--- src/rtl/riscv_if.sv ---
// riscv_if: RV32I instruction-fetch stage.
// Owns the PC, the single-outstanding imem request handshake, a one-entry
// skid buffer for data that lands while decode is stalled, and the IF/ID
// pipeline register.
module riscv_if #(
  parameter int unsigned      XLEN      = 32,
  parameter logic [XLEN-1:0]  RESET_PC  = '0,
  parameter logic [XLEN-1:0]  NOP_INSTR = 'h13
) (
  input  logic            i_clk,
  input  logic            i_rstn,
  input  logic            i_if_stall,
  input  logic            i_if_redirect,
  input  logic [XLEN-1:0] i_if_redirect_pc,
  output logic            o_if_imem_req,
  output logic [XLEN-1:0] o_if_imem_addr,
  input  logic            i_if_imem_ack,
  input  logic [XLEN-1:0] i_if_imem_rdata,
  output logic            o_if_valid,
  output logic [XLEN-1:0] o_if_instr,
  output logic [XLEN-1:0] o_if_pc,
  output logic [XLEN-1:0] o_if_pc_plus4
);

  localparam logic [XLEN-1:0] FOUR = XLEN'(4);

  typedef enum logic [1:0] {
    S_IDLE,
    S_FETCH,
    S_DROP,
    S_BUF
  } state_e;

  state_e          state_q, state_d;
  logic [XLEN-1:0] pc_q, pc_d;
  logic [XLEN-1:0] redir_q, redir_d;
  logic [XLEN-1:0] buf_instr_q, buf_instr_d;
  logic [XLEN-1:0] buf_pc_q, buf_pc_d;
  logic            valid_q, valid_d;
  logic [XLEN-1:0] instr_q, instr_d;
  logic [XLEN-1:0] id_pc_q, id_pc_d;
  logic [XLEN-1:0] id_pc4_q, id_pc4_d;

  logic [XLEN-1:0] redir_tgt;
  logic            new_vld;
  logic [XLEN-1:0] new_instr;
  logic [XLEN-1:0] new_pc;

  // Redirect targets are always word-aligned; the two LSBs are dropped.
  assign redir_tgt = {i_if_redirect_pc[XLEN-1:2], 2'b00};

  logic unused_redir_lsbs;
  assign unused_redir_lsbs = ^i_if_redirect_pc[1:0];

  // Request and address decode purely from the registered state.
  always_comb begin
    o_if_imem_req  = (state_q == S_FETCH) || (state_q == S_DROP);
    o_if_imem_addr = {pc_q[XLEN-1:2], 2'b00};
  end

  // Next-state, PC, skid buffer and IF/ID register update.
  always_comb begin
    state_d     = state_q;
    pc_d        = pc_q;
    redir_d     = redir_q;
    buf_instr_d = buf_instr_q;
    buf_pc_d    = buf_pc_q;
    valid_d     = valid_q;
    instr_d     = instr_q;
    id_pc_d     = id_pc_q;
    id_pc4_d    = id_pc4_q;
    new_vld     = 1'b0;
    new_instr   = '0;
    new_pc      = '0;

    unique case (state_q)
      S_IDLE: begin
        state_d = S_FETCH;
      end
      S_FETCH: begin
        if (i_if_imem_ack) begin
          if (i_if_redirect) begin
            pc_d = redir_tgt;
          end else if (!valid_q || !i_if_stall) begin
            new_vld   = 1'b1;
            new_instr = i_if_imem_rdata;
            new_pc    = pc_q;
            pc_d      = pc_q + FOUR;
          end else begin
            buf_instr_d = i_if_imem_rdata;
            buf_pc_d    = pc_q;
            pc_d        = pc_q + FOUR;
            state_d     = S_BUF;
          end
        end else if (i_if_redirect) begin
          redir_d = redir_tgt;
          state_d = S_DROP;
        end
      end
      S_DROP: begin
        // The abandoned request must still complete before refetching.
        if (i_if_imem_ack) begin
          pc_d    = i_if_redirect ? redir_tgt : redir_q;
          state_d = S_FETCH;
        end else if (i_if_redirect) begin
          redir_d = redir_tgt;
        end
      end
      S_BUF: begin
        if (i_if_redirect) begin
          buf_instr_d = '0;
          buf_pc_d    = '0;
          pc_d        = redir_tgt;
          state_d     = S_FETCH;
        end else if (!i_if_stall) begin
          new_vld   = 1'b1;
          new_instr = buf_instr_q;
          new_pc    = buf_pc_q;
          state_d   = S_FETCH;
        end
      end
      default: begin
        state_d = S_IDLE;
      end
    endcase

    // IF/ID: flush beats hold, hold beats load, otherwise insert a bubble.
    if (i_if_redirect) begin
      valid_d = 1'b0;
      instr_d = NOP_INSTR;
    end else if (i_if_stall && valid_q) begin
      valid_d = valid_q;
    end else if (new_vld) begin
      valid_d  = 1'b1;
      instr_d  = new_instr;
      id_pc_d  = new_pc;
      id_pc4_d = new_pc + FOUR;
    end else begin
      valid_d = 1'b0;
      instr_d = NOP_INSTR;
    end
  end

  // State and datapath registers with synchronous active-low reset.
  always_ff @(posedge i_clk) begin
    if (!i_rstn) begin
      state_q     <= S_IDLE;
      pc_q        <= RESET_PC;
      redir_q     <= '0;
      buf_instr_q <= '0;
      buf_pc_q    <= '0;
      valid_q     <= 1'b0;
      instr_q     <= NOP_INSTR;
      id_pc_q     <= '0;
      id_pc4_q    <= FOUR;
    end else begin
      state_q     <= state_d;
      pc_q        <= pc_d;
      redir_q     <= redir_d;
      buf_instr_q <= buf_instr_d;
      buf_pc_q    <= buf_pc_d;
      valid_q     <= valid_d;
      instr_q     <= instr_d;
      id_pc_q     <= id_pc_d;
      id_pc4_q    <= id_pc4_d;
    end
  end

  assign o_if_valid    = valid_q;
  assign o_if_instr    = instr_q;
  assign o_if_pc       = id_pc_q;
  assign o_if_pc_plus4 = id_pc4_q;

endmodule
--- config.mk ---
export PLATFORM = sky130hd
export DESIGN_NAME = riscv_if
export DESIGN_NICKNAME = d
export VERILOG_FILES = /design/src/rtl/riscv_if.sv
export SDC_FILE = /design/constraint.sdc
export NUM_CORES = 1
export LEC_CHECK = 0
export BUFFER_PORTS_ARGS = -buffer_cell sky130_fd_sc_hd__clkbuf_2
export CAP_MARGIN = 15
export CORE_MARGIN = 2
export CORE_UTILIZATION = 44
export DETAILED_ROUTE_END_ITERATION = 10
export GPL_TIMING_DRIVEN = 0
export PLACE_DENSITY = 0.77
export SLEW_MARGIN = 0
export SYNTH_ARGS = -nofsm -noshare
export SYNTH_HDL_FRONTEND = slang
export SYNTH_SLANG_ARGS = --single-unit
--- constraint.sdc ---
create_clock -name i_clk -period 3.88 [get_ports i_clk]
set_clock_uncertainty 0.05 [all_clocks]
set_input_delay 0.194 -clock i_clk [delete_from_list [all_inputs] [get_ports i_clk]]
set_output_delay 0.194 -clock i_clk [all_outputs]
set_load 0.03 [all_outputs]
# == Yosys cells after proc, flatten, opt, wreduce, memory -nomap -nowiden ==
# Cells that the tools add are included.
# totals
mem_count,0
rom_bits,0
wordCells,83
reg_bits,227
mem_bits_rw,0
input_bits,69
out_inout_bits,130
latch_bits,0
# op_classes
div,0
mul,0
n_lt_le_gt_ge,0
eq_ne,12
shifts,0
bitwise,4
add_sub_neg,2
n_reduce_logical,15
n_mux,41
# op_table
operator,count
32-bit two-way mux,21
32-bit case mux with 2 select lines,4
32-bit case mux with 3 select lines,1
32-bit by 3-bit adder with 32-bit output (second input constant),2
2-bit two-way mux,7
3-bit inequality test (second input constant),4
2-bit inequality test (second input constant),5
5-bit AND reduction,2
2-bit case mux with 4 select lines,1
1-bit two-way mux,6
2-bit == test (second input constant),2
1-bit NOT,4
4-bit AND reduction,1
2-bit OR reduction,2
3-bit AND reduction,1
3-bit nonzero test,1
2-bit by 1-bit == test with 1-bit output (second input constant),1
1-bit zero test,2
2-bit zero test,1
1-bit logical OR,2
1-bit case mux with 2 select lines,1
2-bit AND reduction,1
2-bit nonzero test,1
1-bit logical AND,1

# == Depth between registers and ports, before layout ==
# Gate-level depths: netlist of the first run.
# depth
ltp_word,7
depth_mapped,16
ltp_nobuf,12

# == Least setup slack after synthesis of the first run ==
# OpenSTA, ideal clock, no wires.
# synth_path
path_kind,reg2reg
from,reg state_q[1]
to,"reg id_pc4_q[22], in the netlist o_if_pc_plus4[22]"
t_arrival_ns,3.016
required_ns,3.752
period_less_slack_ns,3.144
path_buffers,4
stages_incl_launch_ff,17
setup_slack_ns,0.736
setup_time_ns,0.078
cell_sequence,dfxtp_1 -> inv_1 -> ha_1 -> buf_2 -> and3b_1 -> buf_4 -> buf_6 -> buf_4 -> a32oi_1 -> inv_1 -> ha_1 -> nand2_1 -> o32a_1 -> a211oi_4 -> nand4_2 -> o311a_1 -> nor3_1
# synth_between
elab_chain_cells,3
word_cells_on_any_way,6
cone_classes,1 x add/sub; 2 x eq/ne; 2 x mux; 1 x reduce/logical
# synth_lines
element,line_no,rtl
"start, declared",34,"state_e state_q, state_d;"
"start signal, assigned",157,state_q <= state_d;
2-bit == test or 2-bit by 1-bit == test with 1-bit output (tied branches),76,unique case (state_q)
32-bit case mux with 2 select lines *,76,
named net new_pc[3],47,logic [XLEN-1:0] new_pc;
32-bit by 3-bit adder with 32-bit output *,137,id_pc4_d = new_pc + FOUR;
"end signal, assigned",165,id_pc4_q <= id_pc4_d;
"end, declared",42,"logic [XLEN-1:0] id_pc4_q, id_pc4_d;"
# Mark *: on every way through the listed nets, which the timed path passes. The rest lies on a longest branch.
# A chain may end at the register's enable or synchronous reset.

# == Final worst setup path of the first run ==
# layout_path
from,reg state_q[1]
to,"reg id_pc4_q[26], in the netlist o_if_pc_plus4[26]"
# The elaborated chain is that of the path after synthesis.

==> flow_summary.ini, run 1 <==
[critical_path]
required_ns = 4.29
critPathLaunchType = flip-flop
crit_arrival_ns = 4.10
critPathKind = flip-flop to flip-flop
path_max_fanout = 10
end_kind = flip-flop

[synthesis]
muxShareOfSynthArea_pct = 0.495
synth-edff-count = 0
synthesis.instances = 1291
async_reset_ff_share_pct = 0
synth_top_cell_area_share_pct = 42.4
syn_area_sq_um = 10600
synth_xor_area_share_pct = 0.825
synth_seq_area_share_pct = 42.4
ys_types = 77
ys_seq_elements = 225
postSynthAreaPerCell_sq_um = 8.22
synthSimpleGateAreaFrac_pct = 21.8
synth_compound_area_share_pct = 26.2
synth_top_cell_by_area = dfxtp_1
synth.area.top_cells = dfxtp_1 (42%), a21oi_1 (8.2%), nor2_1 (5.1%)
synth_fa_ha_area_share_pct = 0.707
ys.warnings.count = 0
synth_top_family_by_area = compound AO/OA/AOI/OAI gates
synth-main-ff-cell = dfxtp_1

[clocking]
cts_inserted_buffers = 25
root_buffer = clkbuf_16
clk_pin_slew_ns = 0.06
cts.path.max_buffers = 3
htreeDepth = 1
clkLatencyLatePin_ns = 0.53
cts_sinks = 225
cts_tree = done

[die]
dieArea_sq_um = 25400
num_io_pins = 199
rows = 56
die_w_um = 159
die_h_um = 159
start_util_pct = 45.0
core_sq_um = 23600

[sta]
maxSlewViolCount = 0
hold_violations = 0
setup_ws_ns = 0.195
setup-violations-final = 0
worst_pin_slew_ns = 1.19
fin_crit_sh_pct = 95.0
rsz0062_at_grt = no
hold_ws_ns = 0.128
max_freq_mhz = 271
fin_crit_ns = 3.68
slew_headroom_pct = 20.1

[grt]
grt_usage_pct = 28.4
antenna_found_initial = 0
grt_pass1_vias = 10950
grt-ovfl-total = 0
grt_max_degree = 14
grt_pass1_wl_mm = 58.7

[place]
dp_worst_setup_slack_ns = 0.0363
hpwl_mm = 26.9
place.gp.congestion = 0.972
numPortBuffers = 193

[drt]
ant_nets = 0
wl_mm = 37.5
drt_iter0_markers = 1315
wl_per_cell_um = 19.6
drcViolationCount = 0
viasPerCell = 6.01
vias = 11517
dr.pass1.iters = 6

[final_layout]
drive_above_1_share_pct = 20.4
fin_nets = 1656
num_antenna_cells = 0
syn_to_final_growth_pct = 27.1

[hold_path]
hold_path.class = input port to flip-flop

[run]
cap_violations = 0

[power]
power-per-cell-area_nw_per_um2 = 448
p_total_mw = 6.05
ir_worst_vdd_uv = 369
p_leak_nw = 5.14

[outcome]
status = complete, no violations
-- path summary, 6_finish.rpt --
kind | startpoint | to | slack, ns | cells after the start
max | state_q[1] | o_if_pc_plus4[26] | 0.20 | 16
max reg2reg | state_q[1] | o_if_pc_plus4[26] | 0.20 | 16
min reg2reg | o_if_pc[2] | o_if_pc[2] | 0.40 | 2
min | i_rstn | o_if_pc_plus4[17] | 0.13 | 3
-- layout make-up --
| cell class | count | area, sq um |
|---|---|---|
| fillers | 2138 | 10100 |
| multi-input cells | 902 | 5330 |
| flip-flops and latches | 225 | 4500 |
| repair buffers | 263 | 1650 |
| plain buffers | 154 | 766 |
| clock buffers | 36 | 727 |
| well taps | 319 | 399 |
| clock inverters | 7 | 88.8 |
| inverters | 10 | 37.5 |
-- registers in the layout (all words and copies together) (netlist names) --
signal / count
o_if_valid: 1
o_if_pc_plus4: 30
o_if_pc: 32
state_q: 2
buf_pc_q: 32
redir_q: 32
buf_instr_q: 32
pc_q: 32
o_if_instr: 32
-- layer usage --
metal	GRT usage, %	routed length, um	up-vias
met2	46.4	17200	705
met3	6.98	4540	109
met1	36.4	14400	5424
met4	10.6	1380	0
li1	-	-	5279
met5	0	0	-
-- cell families after synthesis --
kind of cell    after synthesis
simple gates                467
compound gates              412
flops                       225
buf+inv                     165
xor+xnor                     10
fa+ha+maj                     6
mux                           5
other cells                   1
-- cell usage in the layout, fill, tap and decap left out, types with 36 or more instances in the layout --
| cell | n |
|---|---|
| dfxtp_1 | 225 |
| clkbuf_2 | 194 |
| a21oi_1 | 174 |
| nor2_1 | 145 |
| nand2_1 | 142 |
| clkbuf_1 | 94 |
| nor3b_1 | 63 |
| dlygate4sd3_1 | 62 |
| buf_4 | 47 |
| o21ai_0 | 41 |
| a222oi_1 | 36 |
-- through the flow --
step | TNS (ns) | cell area (sq um) | instances | utilization, %
final | 0 | 13500 | 1916 | 57.1
after CTS | -0.00149 | 13400 | 1909 | 56.8
after floorplan | 0 | 10600 | 1292 | -
after global placement | 0 | 12000 | 1804 | 50.8
after detailed placement | 0 | 12000 | 1804 | 50.8
after global routing | 0 | 13500 | 1916 | 57.1
-- worst max-delay path: stages (launching register included) --
cell and delay [ns]:
dfxtp_1 0.39, ha_1 0.16, buf_2 0.19, nor3b_4 0.32, buf_6 0.20, buf_4 0.20, a32oi_1 0.11, inv_1 0.12
ha_2 0.22, nand2_1 0.06, o32a_1 0.35, a211oi_4 0.40, nand4_1 0.14, buf_4 0.20, buf_4 0.13, o31ai_1 0.18
o311a_1 0.19
-- power breakdown --
| group | switching [mW] | internal (mW) |
|---|---|---|
| clock network | 0.965 | 1.43 |
| logic | 0.740 | 0.393 |
| registers | 0.119 | 2.41 |
-- cell usage after synthesis, drive strengths merged (6+ instances only) --
cell and count:
o31ai 7, nand4 9, inv 10, nand2 142, a221oi 10, o211ai 7, o21a 11, nor2 145
o311a 8, xnor2 6, a32oi 17, a21o 6, dfxtp 225, ha 6, a31oi 10, a222oi 36
buf 65, a21oi 174, nor4 17, o21ai 42, a22oi 28, and3 7, nor3 24, nor3b 64
nand3 19, a22o 10, clkbuf 90, and2 7, nand2b 8
-- repair_timing --
action | 4_1_cts | 5_1_grt
hold endpoints to repair | 67 | 0
hold buffers | 62 | 0
buffers inserted | 0 | 8
setup endpoints to repair | 1 | 8
pin swaps | 0 | 3
gates resized for setup | 0 | 6
(Power assumes the default switching activity.)
==> run 2: changes to the inputs <==
==> constraint.sdc (replaced) <==
create_clock -name i_clk -period 3.88 [get_ports i_clk]
set_clock_uncertainty 0.05 [all_clocks]
set_input_delay 1.164 -clock i_clk [delete_from_list [all_inputs] [get_ports i_clk]]
set_output_delay 1.164 -clock i_clk [all_outputs]
set_load 0.03 [all_outputs]
==> run 2 against run 1 <==
  * Register-to-register slack better by 0.05 ns
  * Sequential power is essentially flat
  * Clock power about the same
  * Global-route usage decreased by 0.42 points
  * Cell count shrank 3.4%
  * Critical path depth shrank 3
  * Non-clock buffer count is 65 lower
  * Flip-flop and latch count stayed put
  * Total power down 0.75%
  * Core utilization is 2.7 points lower
  * Routed wire length decreased by 1.4%
  * Sequential share of layout area grew 1.6 points
==> flow_summary.ini, run 2 (synthesis results as in run 1) <==
[grt]
grt_usage_pct = 28.0
antenna_found_initial = 0
grt-ovfl-total = 0
grt_pass1_wl_mm = 57.7
grt_max_degree = 14
grt_pass1_vias = 10601

[die]
die_h_um = 159
core_sq_um = 23600
num_io_pins = 199
start_util_pct = 45.0
rows = 56
dieArea_sq_um = 25400
die_w_um = 159

[power]
power-per-cell-area_nw_per_um2 = 467
pwr-share-comb_pct = 18.1
seqPwrFrac_pct = 42.1
p_int_mw = 4.18
p_leak_nw = 4.88
switching_share_pct = 30.3
p_total_mw = 6.00
switchingPower_mw = 1.82
ir_worst_vdd_uv = 364
clkPwrFrac_pct = 39.8

[clocking]
clk_pin_slew_ns = 0.06
cts_sinks = 225
clkLatencyLatePin_ns = 0.53
cts_inserted_buffers = 25
root_buffer = clkbuf_16
cts_tree = done
cts.path.max_buffers = 3
htreeDepth = 1

[drt]
ant_nets = 0
dr.pass1.iters = 7
wl_mm = 36.9
wl_per_cell_um = 20.0
viasPerCell = 6.05
drcViolationCount = 0
drt_iter0_markers = 1369
vias = 11202

[sta]
worst_pin_slew_ns = 1.17
hold_violations = 0
slew_headroom_pct = 21.5
maxSlewViolCount = 0
fin_tns_setup_ns = 0
setup-violations-final = 0
max_freq_mhz = 271
fin_crit_ns = 3.69
fin_crit_sh_pct = 95.0

[critical_path]
path_buf_inv = 4
required_ns = 4.27
reg2reg_from = state_q[1]
crit_family = compound AO/OA/AOI/OAI gates
slowest_delay_ns = 0.40
worst-r2r-setup-slack_ns = 0.25
crit_arrival_ns = 4.08
r2r_cells = 14
critical_path_depth = 13
critPathLaunchType = input port
startpoint = i_if_stall
r2r_end = o_if_pc_plus4[22]
slowest_stage = o311a_1
worstSetupEndpoint = o_if_pc_plus4[22]
path_common_cell = buf_6
cp_cell_sequence = clkbuf_2 > nor3b_4 > buf_6 > buf_6 > a32oi_1 > inv_1 > ha_2 > nand2_1 > o32a_1 > a211oi_4 > nand4_4 > o311a_1 > nor3_1
critPathKind = input port to flip-flop
end_kind = flip-flop
path_max_fanout = 10

[final_layout]
num_antenna_cells = 0
multi_input_area_sq_um = 5330
layout_common_cells = dfxtp_1 (225), clkbuf_2 (194), a21oi_1 (174)
syn_to_final_growth_pct = 21.2
fillers = 2197
fin_nets = 1591
mostFrequentLayoutCell = dfxtp_1
regArea_sq_um = 4500
drive_above_1_share_pct = 21.1

[place]
numPortBuffers = 193
hpwl_mm = 26.9
place.gp.congestion = 0.972

[hold_path]
hold_start = o_if_pc[2]
hold_path.class = flip-flop to flip-flop

[run]
cap_violations = 0

[outcome]
status = complete, no violations
run 2: repair_timing:
item,in CTS,in global routing
resized for setup,1,10
endpoints found under the setup margin,3,8
hold buffers,0,0
pin swaps,1,2
buffers inserted,1,4
run 2: worst register-to-register path, cell delays in order, from the launching register on:
cell and delay (ns):
dfxtp_1 0.40, ha_1 0.16, buf_2 0.20, nor3b_4 0.32, buf_6 0.20, buf_6 0.17
a32oi_1 0.10, inv_1 0.12, ha_2 0.22, nand2_1 0.06, o32a_1 0.35, a211oi_4 0.39
nand4_4 0.25, o311a_1 0.40, nor3_1 0.17
run 2: power by group through the flow:
stage / Clock (mW) / Sequential (mW) / Combinational, mW
final: 2.39 / 2.53 / 1.09
after global routing: 2.48 / 2.53 / 1.16
after CTS: 2.41 / 2.52 / 1.06
after detailed placement: 0 / 2.57 / 1.05
after global placement: 0 / 2.57 / 1.04
after floorplan: 0 / 2.56 / 0.690
run 2: routing by layer:
| metal | share of wire, % | GRT usage [%] | vias up | wire, um |
|---|---|---|---|---|
| met1 | 38 | 36.0 | 5290 | 14200 |
| li1 | - | - | 5139 | - |
| met3 | 13 | 7.61 | 102 | 4740 |
| met2 | 45 | 45.1 | 671 | 16600 |
| met4 | 3.7 | 10.2 | 0 | 1380 |
| met5 | 0 | 0 | - | 0 |
run 2: through the flow:
step | setup WS [ns] | util (%) | std cells | area [sq um] | hold WS (ns)
global route | -0.00305 | 54.5 | 1851 | 12900 | 0.425
finish | 0.194 | 54.5 | 1851 | 12900 | 0.400
floorplan | 0.0371 | - | 1292 | 10600 | 0.384
CTS | 0.0275 | 54.3 | 1848 | 12800 | 0.400
detailed placement | -0.589 | 50.8 | 1804 | 12000 | 0.391
global placement | -0.561 | 50.8 | 1804 | 12000 | 0.388
run 2: layout make-up:
cell class                      count  share of cell area [%]
Inverter                           10                   0.292
Clock inverter                      7                   0.691
Clock buffer                       36                    5.65
Tap cell                          319                    3.10
Multi-Input combinational cell    902                    41.4
Timing Repair Buffer              198                    7.80
Buffer                            154                    6.03
Sequential cell                   225                    35.0
run 2: how the worst min path moves through the flow:
stage                             end  slack, ns  cells after the start
final                      o_if_pc[2]       0.40                      2
after global routing       o_if_pc[8]       0.43                      2
after CTS                  o_if_pc[2]       0.40                      2
after detailed placement   o_if_pc[2]       0.39                      2
after global placement     o_if_pc[2]       0.39                      2
after floorplan           redir_q[19]       0.38                      2
==> run 3: changes to the inputs <==
Settings changed: CORE_UTILIZATION 44 to 56, PLACE_DENSITY 0.77 to 0.91.
Clock period 3.88 ns to 3.9 ns, I/O delays scaled along.
==> run 3 against run 2 <==
  * Critical path depth grew 1
  * Via count up 4.8%
  * Final area shrank 1.2%
  * Routed wire length grew 0.75%
  * Clock power fell by 6%
  * Register-to-register slack lost 0.12 ns
==> flow_summary.ini, run 3 (synthesis results as in run 1) <==
[drt]
vias = 11737
viasPerCell = 6.65
dr.pass1.iters = 8
wl_mm = 37.2
drcViolationCount = 0
ant_nets = 0
drt_iter0_markers = 1852
wl_per_cell_um = 21.1

[grt]
grt_pass1_vias = 10907
grt_max_degree = 15
grt_usage_pct = 35.4
grt_pass1_wl_mm = 56.8
antenna_found_initial = 0
grt-ovfl-total = 0

[power]
p_total_mw = 5.85
ir_worst_vdd_uv = 306
seqPwrFrac_pct = 43.0
p_int_mw = 4.08
power-per-cell-area_nw_per_um2 = 460
p_leak_nw = 4.86
clkPwrFrac_pct = 38.4
switching_share_pct = 30.3
switchingPower_mw = 1.77
pwr-share-comb_pct = 18.7

[final_layout]
syn_to_final_growth_pct = 19.7
mostFrequentLayoutCell = dfxtp_1
num_antenna_cells = 0
final_cell_area_sq_um = 12700
layoutNonFillerInstCount = 1766
layout_common_cells = dfxtp_1 (225), clkbuf_2 (195), a21oi_1 (174)
drive_above_1_share_pct = 21.0
fin_nets = 1594

[clocking]
cts_inserted_buffers = 23
htreeDepth = 1
clk_pin_slew_ns = 0.06
cts_tree = done
cts_sinks = 225
cts.path.max_buffers = 3
clkLatencyLatePin_ns = 0.51
cts_hold_buf = 0
root_buffer = clkbuf_16

[die]
core_sq_um = 18600
dieArea_sq_um = 20100
die_h_um = 142
num_io_pins = 199
start_util_pct = 56.9
rows = 50
die_w_um = 142

[run]
cap_violations = 0

[critical_path]
critPathKind = input port to flip-flop
path_max_fanout = 10
required_ns = 4.27
crit_arrival_ns = 4.21
critPathLaunchType = input port
end_kind = flip-flop

[sta]
slew_headroom_pct = 39.6
setup-violations-final = 0
max_freq_mhz = 261
maxSlewViolCount = 0
fin_crit_ns = 3.84
hold_violations = 0
setup_ws_ns = 0.0620
fin_crit_sh_pct = 98.4
worst_pin_slew_ns = 0.906
fin_tns_setup_ns = 0

[place]
place.gp.congestion = 0.970
numPortBuffers = 193
dp_cells = 1719
dp_worst_setup_slack_ns = -0.669
hpwl_mm = 26.3
placed_cell_area_sq_um = 11900

[outcome]
status = complete, no violations

[hold_path]
hold_path.class = flip-flop to flip-flop
run 3: path summary, 6_finish.rpt:
check | slack (ns) | cells after the start | start | end
max | 0.06 | 14 | i_if_redirect | o_if_pc_plus4[22]
min reg2reg | 0.40 | 2 | o_if_pc_plus4[7] | o_if_pc_plus4[7]
min | 0.40 | 2 | o_if_pc_plus4[7] | o_if_pc_plus4[7]
max reg2reg | 0.13 | 14 | state_q[1] | o_if_pc_plus4[22]
run 3: routing by layer:
metal,vias up,routed length (um),track usage [%]
li1,5149,-,-
met1,5497,13400,44.2
met2,911,16800,57.4
met3,180,5180,9.52
met4,0,1830,15.9
met5,-,0,0
run 3: worst max-delay path, stage by stage:
cell and delay (ns):
buf_2 0.17, and3b_1 0.22, buf_4 0.16, buf_6 0.16, buf_4 0.20, a32oi_1 0.19, inv_1 0.12, ha_1 0.23
nand2_1 0.07, o32a_1 0.36, a211oi_4 0.31, nand4_4 0.22, o311a_1 0.42, nor3_1 0.19
run 3: metrics by stage:
stage	utilization (%)	hold WS, ns
detailed placement	63.7	0.393
global route	68.1	0.418
global placement	63.7	0.388
finish	68.1	0.400
CTS	67.9	0.402
floorplan	-	0.384
run 3: power groups by stage:
stage                     sequential [mW]  combinational [mW]  clock (mW)
after floorplan                      2.55               0.686           0
after global routing                 2.52                1.16        2.34
after detailed placement             2.55                1.05           0
after CTS                            2.50                1.05        2.24
after global placement               2.55                1.02           0
final                                2.51                1.09        2.24
run 3: what timing repair did:
item,4_1_cts,5_1_grt
endpoints found under the hold margin,0,0
pin swaps,2,2
resized for setup,1,2
setup buffers,3,5
cloned,0,0
setup endpoints to repair,5,10
run 3: final cells by class:
type	instances	area (sq um)
Buffer	155	769
Clock buffer	31	636
Clock inverter	7	110
Fill cell	1492	5940
Inverter	10	37.5
Multi-Input combinational cell	902	5320
Sequential cell	225	4500
Tap cell	234	293
Timing Repair Buffer	202	1030
